[src/rtl/i2c_bias_updater.sv]
// Keeps two digipot wipers in step with the bias0/bias1 requests: waits for the
// inputs to settle, then issues one I2C write (command byte + value) per changed wiper.
module i2c_bias_updater #(
  parameter logic [6:0]  DEV_ADDR      = 7'h2C,
  parameter logic [7:0]  WIPER0_CMD    = 8'h00,
  parameter logic [7:0]  WIPER1_CMD    = 8'h10,
  parameter logic [15:0] SETTLE_CYCLES = 16'd1000
) (
  input  logic       clk,
  input  logic       rst,
  input  logic [7:0] bias0,
  input  logic [7:0] bias1,
  output logic [6:0] cmd_address,
  output logic       cmd_start,
  output logic       cmd_read,
  output logic       cmd_write,
  output logic       cmd_write_multiple,
  output logic       cmd_stop,
  output logic       cmd_valid,
  input  logic       cmd_ready,
  output logic [7:0] data_out,
  output logic       data_out_valid,
  input  logic       data_out_ready,
  output logic       data_out_last,
  output logic       busy
);

  localparam logic [15:0] SETTLE_EFF = (SETTLE_CYCLES == 16'd0) ? 16'd1 : SETTLE_CYCLES;

  typedef enum logic [2:0] {IDLE, SETTLE, CMD, DATA_REG, DATA_VAL} state_t;

  state_t      state_reg;
  logic [7:0]  bias0_q;
  logic [7:0]  bias1_q;
  logic [15:0] settle_cnt_reg;
  logic [7:0]  val_reg;
  logic        sel_reg;
  logic [1:0]  pending;
  logic        input_change;
  logic        settled;
  logic        last_accept;
  logic [7:0]  bias_in [2];

  assign bias_in[0] = bias0;
  assign bias_in[1] = bias1;

  assign cmd_read  = 1'b0;
  assign cmd_write = 1'b0;

  assign input_change = (bias0 != bias0_q) || (bias1 != bias1_q);
  assign settled      = !input_change && (settle_cnt_reg >= SETTLE_EFF);
  assign last_accept  = (state_reg == DATA_VAL) && data_out_ready;

  // The counter runs in every state so a change made during a transaction
  // still has its settle time measured from the moment it happened.
  always_ff @(posedge clk or posedge rst) begin
    if (rst) begin
      bias0_q        <= 8'h00;
      bias1_q        <= 8'h00;
      settle_cnt_reg <= 16'd0;
    end else begin
      bias0_q <= bias0;
      bias1_q <= bias1;
      if (input_change)
        settle_cnt_reg <= 16'd0;
      else if (settle_cnt_reg != 16'hFFFF)
        settle_cnt_reg <= settle_cnt_reg + 16'd1;
    end
  end

  // Per-wiper shadow and pending flag. force_reg keeps a wiper pending after
  // reset even when the request happens to equal the reset shadow value.
  generate
    for (genvar gi = 0; gi < 2; gi++) begin : g_chan
      logic [7:0] sh_reg;
      logic       p_reg;
      logic       force_reg;
      logic       my_accept;

      assign my_accept   = last_accept && (sel_reg == gi[0]);
      assign pending[gi] = p_reg;

      always_ff @(posedge clk or posedge rst) begin
        if (rst) begin
          sh_reg    <= 8'h00;
          p_reg     <= 1'b1;
          force_reg <= 1'b1;
        end else if (my_accept) begin
          sh_reg    <= val_reg;
          force_reg <= 1'b0;
          p_reg     <= (bias_in[gi] != val_reg);
        end else if (bias_in[gi] != sh_reg) begin
          p_reg <= 1'b1;
        end else if (!force_reg) begin
          p_reg <= 1'b0;
        end
      end
    end
  endgenerate

  always_ff @(posedge clk or posedge rst) begin
    if (rst) begin
      state_reg          <= IDLE;
      cmd_address        <= 7'd0;
      cmd_start          <= 1'b0;
      cmd_write_multiple <= 1'b0;
      cmd_stop           <= 1'b0;
      cmd_valid          <= 1'b0;
      data_out           <= 8'h00;
      data_out_valid     <= 1'b0;
      data_out_last      <= 1'b0;
      busy               <= 1'b0;
      val_reg            <= 8'h00;
      sel_reg            <= 1'b0;
    end else begin
      case (state_reg)
        IDLE: begin
          if (|pending) begin
            state_reg <= SETTLE;
            busy      <= 1'b1;
          end
        end
        SETTLE: begin
          if (!(|pending)) begin
            state_reg <= IDLE;
            busy      <= 1'b0;
          end else if (settled) begin
            sel_reg            <= !pending[0];
            val_reg            <= pending[0] ? bias0 : bias1;
            cmd_address        <= DEV_ADDR;
            cmd_start          <= 1'b1;
            cmd_write_multiple <= 1'b1;
            cmd_stop           <= 1'b1;
            cmd_valid          <= 1'b1;
            state_reg          <= CMD;
          end
        end
        CMD: begin
          if (cmd_ready) begin
            cmd_start          <= 1'b0;
            cmd_write_multiple <= 1'b0;
            cmd_stop           <= 1'b0;
            cmd_valid          <= 1'b0;
            data_out           <= sel_reg ? WIPER1_CMD : WIPER0_CMD;
            data_out_valid     <= 1'b1;
            data_out_last      <= 1'b0;
            state_reg          <= DATA_REG;
          end
        end
        DATA_REG: begin
          if (data_out_ready) begin
            data_out      <= val_reg;
            data_out_last <= 1'b1;
            state_reg     <= DATA_VAL;
          end
        end
        DATA_VAL: begin
          if (data_out_ready) begin
            data_out_valid <= 1'b0;
            data_out_last  <= 1'b0;
            // The other wiper goes straight out without a fresh settle.
            if (pending[!sel_reg]) begin
              sel_reg            <= !sel_reg;
              val_reg            <= sel_reg ? bias0 : bias1;
              cmd_address        <= DEV_ADDR;
              cmd_start          <= 1'b1;
              cmd_write_multiple <= 1'b1;
              cmd_stop           <= 1'b1;
              cmd_valid          <= 1'b1;
              state_reg          <= CMD;
            end else begin
              state_reg <= IDLE;
              busy      <= 1'b0;
            end
          end
        end
        default: begin
          state_reg <= IDLE;
          busy      <= 1'b0;
        end
      endcase
    end
  end

endmodule

[config.mk]
export PLATFORM = sky130hd
export DESIGN_NAME = i2c_bias_updater
export DESIGN_NICKNAME = d
export VERILOG_FILES = /design/src/rtl/i2c_bias_updater.sv
export SDC_FILE = /design/constraint.sdc
export NUM_CORES = 1
export LEC_CHECK = 0
export ABC_CLOCK_PERIOD_IN_PS = 2800
export BUFFER_PORTS_ARGS = -buffer_cell sky130_fd_sc_hd__buf_2
export CAP_MARGIN = 10
export CORE_AREA = 2 2 73 110
export CTS_BUF_LIST = sky130_fd_sc_hd__clkbuf_4
export DETAILED_ROUTE_END_ITERATION = 16
export DIE_AREA = 0 0 75 112
export GPL_TIMING_DRIVEN = 0
export PLACE_DENSITY = 0.78
export RECOVER_POWER = 25
export SLEW_MARGIN = 20
export SYNTH_ARGS = -nofsm -noshare
export SYNTH_HDL_FRONTEND = slang
export SYNTH_SLANG_ARGS = --single-unit
[constraint.sdc]
create_clock -name clk -period 2.8 [get_ports clk]
set_clock_uncertainty 0.15 [all_clocks]
set_input_delay 0.56 -clock clk [delete_from_list [all_inputs] [get_ports clk]]
set_output_delay 0.56 -clock clk [all_outputs]
set_load 0.01 [all_outputs]
==> impl_summary.txt, run 1 <==
----------------------------------------------------
[Outcome]
  Run status ... complete, but fails checks
  Failing checks ... max-capacitance violations, max-slew violations

[Critical path]
  Required time at the endpoint of the critical path ... 2.97 ns
  Element type at the critical path end ... register
  Worst R2R Path Depth ... 5
  Endpoint arrival time on the critical path ... roughly 2.8 ns
  Crit-path max FO ... 8
  Path type of the worst setup path ... reg2reg
  Startpoint kind of the worst setup timing path ... register
  Worst reg2reg setup slack ... 0.23 ns

[STA]
  RSZ-0062 raised after global routing ... no
  Final Critical Period ... 2.575 ns
  Normalized max-slew margin ... -3.813%
  Number of max-slew violations in the final report ... 41
  Highest clock rate ... about 400 MHz
  Actual transition at the worst max-transition pin ... 1.555 ns
  Final count of negative-setup-slack endpoints ... 0
  Final critical-path share of the clock period ... about 90%
  Number of hold-slack violations in the final timing report ... 0

[Placement]
  Gpl congestion ... about 0.91
  Placed Area ... between 4000 and 5000 µm²
  Half-perimeter wire length after placement ... approximately 6000 µm
  Port Buf Inserts ... 37
  Post-Place Cells ... between 500 and 600

[Flow run]
  Number of max-cap violations ... 1

[Clock network]
  CTS Buf Count ... 9
  TritonCTS clock tree ... done
  Resized cells post-CTS ... 0
  Clock Latency Late Sink ... roughly 0.44 ns
  Clock slew at the register clock pins of the worst setup and hold paths ... about 0.12 ns
  Number of buffers on the longest clock path ... 2
  Number of post-CTS setup repair buffers ... 0
  Number of buffers inserted for hold repair after clock tree synthesis ... 1
  CTS Sinks ... a little under 80
  Clock root buffer ... sky130_fd_sc_hd__clkbuf_4
  CTS H-Tree Depth ... 3

[Floorplan]
  Core ar. ... between 7000 and 8000 µm²
  Width of the chip ... ~75 µm
  Chip height ... between 100 and 150 µm
  Initial standard-cell utilization of the core ... 53.61%
  Top Ports ... 44
  Count of standard-cell rows ... 39
  Die area ... between 8000 and 9000 µm²

[Yosys]
  Cell count after synthesis ... ~370
  Number of flops mapped to enable cells by yosys ... 0
  Area of the mapped netlist ... between 4000 and 5000 µm²
  Number of distinct library cells after synthesis ... between 50 and 60
  Synthesis Warnings ... 0
  Sequential-to-total area share from yosys stat ... between 40% and 50%
  Async set or reset register ratio after synthesis ... between 90% and 100%
  Top flip-flop cell by instance count after synthesis ... sky130_fd_sc_hd__dfrtp_1
  Mean area per synthesized cell ... approximately 11 µm²
  Number of storage elements in the synthesis netlist ... 77

[Min path]
  Worst min path class ... in2reg
  Cell count of the worst hold path ... 1

[Cells and area]
  Top library cells by usage in the layout, fill and taps aside ... sky130_fd_sc_hd__dfrtp_1 (73), sky130_fd_sc_hd__xor2_1 (43), sky130_fd_sc_hd__nand2_1 (30)
  Antenna diode instance count ... 0
  Number of cells in the finished layout apart from fillers ... 536
  Fraction of layout instances using a drive strength above 1 ... between 10% and 20%
  Number of nets at the end of the flow ... ~450
  Post-synthesis to final-layout area growth ... 11.78%
  Most frequent standard cell in the layout excluding fill and tap cells ... sky130_fd_sc_hd__dfrtp_1
  Final design instance area without fill ... 4474 µm²

[Global route]
  Total track usage ... 21.22%
  Global route total overflow ... 0
  Number of global-route vias before repair ... about 2.8k
  Layer with the highest usage after global routing ... met2
  Met2 Usage GRT ... between 30% and 40%
  Initial antenna violation count ... 0
  Met3 Resource Use GR ... about 5.1%
  Met1 track demand over resource ... between 20 and 30%
  Pin count of the biggest net entering global routing ... between 40 and 50
  Global-route wire length before repair ... between 10,000 and 15,000 µm

[Detailed routing]
  Post-Route WL ... between 7000 and 8000 µm
  Detailed-routing iteration count for the pre-antenna-repair pass ... 4
  Vias/cell ... about 5.3
  Post-DRT Antenna Nets ... 0
  Mean routed wirelength per cell ... between 10 and 15 µm
  Residual DRC count ... 0
  Starting DRT DRC Count ... approximately 150
  Total vias in the final route ... between 2k and 3k

[Power and ir drop]
  Worst IR drop on VDD ... between 0.0004 and 0.0005 V
  Static Leak ... ~2.0 nW
  Power density cells ... a little under 700 nW/µm²

----------------------------------------------------
## stage by stage
| stage | power [mW] | hold slack, ns | utilization, % | TNS (ns) | setup slack, ns |
|---|---|---|---|---|---|
| 2_1_floorplan | 2.105 | 0.3137 | - | 0 | 0.1299 |
| 3_3_place_gp | 2.358 | 0.2965 | 58.05 | -51.89 | -0.7090 |
| 3_5_place_dp | 2.396 | 0.3021 | 58.35 | -0.9652 | -0.1424 |
| 6_report | 3.018 | 0.1895 | 59.93 | 0 | 0.2251 |
| 4_1_cts | 3.053 | 0.1195 | 60.23 | 0 | 0.2019 |
| 5_1_grt | 3.215 | 0.1807 | 59.93 | 0 | 0.08865 |
## per-layer routing
layer	vias to the layer above	wire length [µm]	share of wire [%]
met3	20	278	3.5
met5	-	0	0
met4	0	214	2.7
li1	1401	-	-
met2	55	4042	51
met1	1379	3333	42
## cell type report
cell class / instances / area (µm²)
clock inverters: 6 / 55.05
repair buffers: 39 / 195.2
fillers: 650 / 2992
multi-input cells: 268 / 1911
clock buffers: 10 / 75.07
plain buffers: 22 / 133.9
flip-flops and latches: 77 / 1932
inverters: 12 / 45.04
well taps: 102 / 127.6
## path summary, 6_finish.rpt
| path | from | to |
|---|---|---|
| setup / recovery | state_reg[0]$_DFFE_PP0P_ | val_reg[1]$_DFFE_PP0P_ |
| max in group asynchronous | rst | g_chan[0].p_reg$_DFFE_PP1P_ |
| setup reg to reg | state_reg[0]$_DFFE_PP0P_ | val_reg[1]$_DFFE_PP0P_ |
| hold reg to reg | data_out[7]$_DFFE_PP0P_ | data_out[7]$_DFFE_PP0P_ |
| min in group asynchronous | rst | bias1_q[4]$_DFF_PP0_ |
| hold / removal | bias0[7] | bias0_q[7]$_DFF_PP0_ |
## synthesized netlist by cell type (3+ instances only)
library cell	count	area, µm²
sky130_fd_sc_hd__nor4_1	7	43.79
sky130_fd_sc_hd__nand4_1	4	25.02
sky130_fd_sc_hd__nand3_1	14	70.07
sky130_fd_sc_hd__o2111ai_1	3	26.28
sky130_fd_sc_hd__mux2_1	25	281.5
sky130_fd_sc_hd__a21oi_1	12	60.06
sky130_fd_sc_hd__buf_4	13	97.59
sky130_fd_sc_hd__o21ai_1	12	60.06
sky130_fd_sc_hd__nor2_1	25	93.84
sky130_fd_sc_hd__xor2_1	43	376.6
sky130_fd_sc_hd__or2_1	3	18.77
sky130_fd_sc_hd__a31oi_1	3	18.77
sky130_fd_sc_hd__nor3_1	5	25.02
sky130_fd_sc_hd__dfstp_2	4	105.1
sky130_fd_sc_hd__xnor2_1	18	157.7
sky130_fd_sc_hd__dfrtp_1	73	1827
sky130_fd_sc_hd__o21ai_0	7	35.03
sky130_fd_sc_hd__clkbuf_1	6	22.52
sky130_fd_sc_hd__mux2_2	7	78.83
sky130_fd_sc_hd__nand4_2	3	37.54
sky130_fd_sc_hd__a22o_1	3	26.28
sky130_fd_sc_hd__nand2_1	30	112.6
sky130_fd_sc_hd__inv_1	10	37.54
sky130_fd_sc_hd__nor4_2	5	62.56
## critical path: stages (launching register included)
cell and delay (ns):
sky130_fd_sc_hd__dfrtp_1 0.39, sky130_fd_sc_hd__nand2b_1 0.19, sky130_fd_sc_hd__nor2_1 0.28, sky130_fd_sc_hd__mux2i_1 0.75, sky130_fd_sc_hd__mux2_2 0.41, sky130_fd_sc_hd__mux2_1 0.29
## where the power goes
part	internal, mW	leakage (nW)	switching [mW]	total, mW
combinational	0.431	0.973	0.508	0.939
sequential	1.27	1.00	0.160	1.43
clock	0.273	0.0712	0.377	0.651
## cell families (layout without fill, tap and decap cells)
family | count (synthesis) | in the layout | synth area share [%]
flip-flops | 77 | 77 | 48.27
multiplexers | 34 | 34 | 9.503
XOR/XNOR | 61 | 61 | 13.35
AO/OA/AOI/OAI | 54 | 54 | 8.785
adder cells (fa/ha/maj) | 2 | 2 | 0.6251
other | 1 | 6 | 0.09369
buffers and inverters | 34 | 89 | 4.470
AND/OR/NAND/NOR | 111 | 111 | 14.91
No activity file was read; power rests on OpenSTA's default activity.
==> run 2: changes to the inputs <==
--- a/config.mk
+++ b/config.mk
@@ -8,12 +8,14 @@
 export ABC_CLOCK_PERIOD_IN_PS = 2800
 export BUFFER_PORTS_ARGS = -buffer_cell sky130_fd_sc_hd__buf_2
 export CAP_MARGIN = 10
-export CORE_AREA = 2 2 73 110
+export CELL_PAD_IN_SITES_DETAIL_PLACEMENT = 1
+export CELL_PAD_IN_SITES_GLOBAL_PLACEMENT = 2
+export CORE_AREA = 2 2 90 135
 export CTS_BUF_LIST = sky130_fd_sc_hd__clkbuf_4
 export DETAILED_ROUTE_END_ITERATION = 16
-export DIE_AREA = 0 0 75 112
+export DIE_AREA = 0 0 92 137
 export GPL_TIMING_DRIVEN = 0
-export PLACE_DENSITY = 0.78
+export PLACE_DENSITY = 0.77
 export RECOVER_POWER = 25
 export SLEW_MARGIN = 20
 export SYNTH_ARGS = -nofsm -noshare
==> run 2 against run 1 <==
The run still ends with max-capacitance violations, max-slew violations left. Combinational power is 2% higher. Total power is 5.8% higher. Routed wire length is 19% higher. Worst setup slack better by 0.0038 ns. Register-to-register slack hardly changed. Global-route usage is 4.9 points lower. Flip-flop and latch count stayed put. Critical endpoint is now val_reg[4]$_DFFE_PP0P_.
==> impl_summary.txt, run 2 (synthesis gave the netlist of run 1 again) <==
----------------------------------------------------
[Detailed routing]
  Mean routed wirelength per cell ... 15.95 µm (+8.7%)
  Starting DRT DRC Count ... 106 (-31%)
  Total vias in the final route ... 2,876 (+0.74%)
  Wire length the detailed router placed on met1 ... 3914 µm (+17%)
  Residual DRC count ... 0 (unchanged)
  Post-Route WL ... 9333 µm (+19%)
  WL met2 ... 5097 µm (+26%)
  Vias/cell ... 4.916 (-7.7%)
  Detailed-routing iteration count for the pre-antenna-repair pass ... 4 (unchanged)
  Uppermost routed layer ... met4
  DR WL met3 ... 200 µm (-28%)
  Post-DRT Antenna Nets ... 0 (unchanged)

[Critical path]
  Element type at the critical path end ... register
  Worst R2R Path Depth ... 7 (+2)
  Startpoint kind of the worst setup timing path ... register
  Cell-by-cell trace of the critical path ... buf_2, nor2_1, a311oi_1, nand2_1, o31ai_2, buf_4, mux2_1
  Path type of the worst setup path ... reg2reg
  Crit-path max FO ... 10 (+2)
  Endpoint arrival time on the critical path ... 2.74 ns (about the same)
  Bufs and invs on worst path ... 2 (+2)
  Worst reg2reg setup slack ... 0.23 ns (about the same)
  Required time at the endpoint of the critical path ... 2.97 ns (about the same)
  Critical register-to-register path startpoint ... g_chan[0].p_reg$_DFFE_PP1P_
  FF-to-FF End ... val_reg[4]$_DFFE_PP0P_
  Standard cell with the maximum stage delay on the critical path ... sky130_fd_sc_hd__dfstp_2
  Slowest Stage Delay on Critical Path ... 0.53 ns (-0.22 ns)
  Cell class contributing the biggest share of worst-path delay ... compound AO/OA/AOI/OAI gates

[STA]
  Number of hold-slack violations in the final timing report ... 0 (unchanged)
  Final count of negative-setup-slack endpoints ... 0 (unchanged)
  Actual transition at the worst max-transition pin ... 1.518 ns (-0.03729 ns)
  Highest clock rate ... 388.9 MHz (+0.15%)
  RSZ-0062 raised after global routing ... no
  Number of max-slew violations in the final report ... 38 (-7.3%)
  Final Critical Period ... 2.571 ns (-0.003835 ns)
  Normalized max-slew margin ... -1.324% (+2.5 points)
  Final critical-path share of the clock period ... 91.82% (-0.14 points)

[Outcome]
  Run status ... complete, but fails checks
  Failing checks ... max-capacitance violations, max-slew violations

[Clock network]
  Clock root buffer ... sky130_fd_sc_hd__clkbuf_4
  Number of buffers on the longest clock path ... 2 (unchanged)
  Clock slew at the register clock pins of the worst setup and hold paths ... 0.13 ns (about the same)
  CTS Buf Count ... 9 (unchanged)
  Clock Latency Late Sink ... 0.44 ns (about the same)
  TritonCTS clock tree ... done
  CTS H-Tree Depth ... 3 (unchanged)
  Number of post-CTS setup repair buffers ... 0 (unchanged)
  CTS Sinks ... 77 (unchanged)

[Placement]
  Half-perimeter wire length after placement ... 6983 µm (+19%)
  Gpl congestion ... 0.8069 (-12%)
  Placed Area ... 4417 µm² (+1.4%)
  Port Buf Inserts ... 37 (unchanged)

[Cells and area]
  Fraction of layout instances using a drive strength above 1 ... 18.20% (+0.69 points)
  Top library cells by usage in the layout, fill and taps aside ... sky130_fd_sc_hd__dfrtp_1 (73), sky130_fd_sc_hd__xor2_1 (43), sky130_fd_sc_hd__nand2_1 (30)
  Most frequent standard cell in the layout excluding fill and tap cells ... sky130_fd_sc_hd__dfrtp_1
  Final design instance area without fill ... 4577 µm² (+2.3%)
  Post-synthesis to final-layout area growth ... 14.35%
  Number of nets at the end of the flow ... 451 (unchanged)

[Floorplan]
  Count of standard-cell rows ... 48 (+23%)
  Top Ports ... 44 (unchanged)
  Width of the chip ... 92 µm (+23%)
  Core ar. ... 11,410 µm² (+53%)
  Die area ... 12,600 µm² (+50%)
  Chip height ... 137 µm (+22%)
  Initial standard-cell utilization of the core ... 35.08% (-19 points)

[Min path]
  Hold-critical path endpoint ... bias0_q[6]$_DFF_PP0_
  Worst hold path startpoint ... bias0[6]
  Worst min path class ... in2reg
  Cell count of the worst hold path ... 1 (unchanged)

[Global route]
  Initial antenna violation count ... 1 (+1)
  Global-route wire length before repair ... 15,890 µm (+17%)
  Pin count of the biggest net entering global routing ... 41 (-2.4%)
  Number of global-route vias before repair ... 3,063 (+8.2%)
  Global route total overflow ... 0 (unchanged)
  Total track usage ... 16.31% (-4.9 points)

[Power and ir drop]
  Sum of internal, switching and leakage power ... 3.193 mW (+5.8%)
  Static Leak ... 2.068 nW (+1.0%)
  Power density cells ... 697.7 nW/µm² (+3.4%)
  Worst IR drop on VDD ... 0.0002648 V (-47%)

[Flow run]
  Number of max-cap violations ... 1 (unchanged)

----------------------------------------------------
==> run 2: layout make-up <==
| type | count | area [µm²] |
|---|---|---|
| sequential | 77 | 1932 |
| clock buffer | 9 | 67.56 |
| multi-input combinational | 268 | 1914 |
| antenna | 1 | 2.502 |
| tap | 150 | 187.7 |
| fill | 1332 | 6834 |
| inverter | 12 | 45.04 |
| timing repair buffer | 39 | 195.2 |
| clock inverter | 7 | 98.84 |
| buffer | 22 | 133.9 |
==> run 2: per-stage QoR <==
stage	hold WS (ns)	utilization [%]	std cells	setup slack [ns]	TNS [ns]
detailed placement	0.3024	38.71	567	-0.1128	-0.7379
CTS	0.1198	40.25	584	0.05822	0
global placement	0.2956	38.51	566	-0.9638	-71.81
global route	0.1515	40.11	585	0.07446	0
finish	0.2009	40.11	585	0.2290	0
floorplan	0.3137	-	379	0.1299	0
==> run 2: metal layers <==
| metal | vias up | track usage (%) |
|---|---|---|
| met5 | - | 0 |
| met4 | 0 | 4.975 |
| met3 | 6 | 3.689 |
| met2 | 25 | 29.70 |
| met1 | 1444 | 19.03 |
| li1 | 1401 | - |
==> run 2: worst max-delay path by stage <==
stage                           startpoint                          to  slack [ns]  depth (start not counted)
6_report       g_chan[0].p_reg$_DFFE_PP1P_      val_reg[4]$_DFFE_PP0P_        0.23                          7
5_1_grt        g_chan[0].p_reg$_DFFE_PP1P_      val_reg[0]$_DFFE_PP0P_        0.07                          7
4_1_cts           state_reg[0]$_DFFE_PP0P_      val_reg[0]$_DFFE_PP0P_        0.06                          5
3_5_place_dp                      bias0[5]      val_reg[0]$_DFFE_PP0P_       -0.11                          7
3_3_place_gp                           rst  data_out_valid$_DFFE_PP0P_       -0.96                          2
2_1_floorplan                          rst        bias0_q[0]$_DFF_PP0_        0.13                          1
==> run 2: what timing repair did <==
action                                 CTS  global route
endpoints found under the hold margin   11             0
hold buffers                             1             0
setup endpoints to repair                0             5
gates resized for setup                  0             1
==> run 2: worst reg2reg max path: cells and delay by family (launching register included) <==
family | cells | cell delay [ns]
buffers and inverters | 2 | 0.47
DFF | 1 | 0.53
muxes | 1 | 0.34
and+or+nand+nor | 2 | 0.24
AOI/OAI and AO/OA | 2 | 0.72
==> run 2: power by group <==
group          switching (mW)  leakage [nW]  total (mW)  internal (mW)
clock network           0.428        0.0865       0.795          0.366
logic                   0.525         0.979       0.957          0.432
registers               0.174          1.00        1.44           1.27
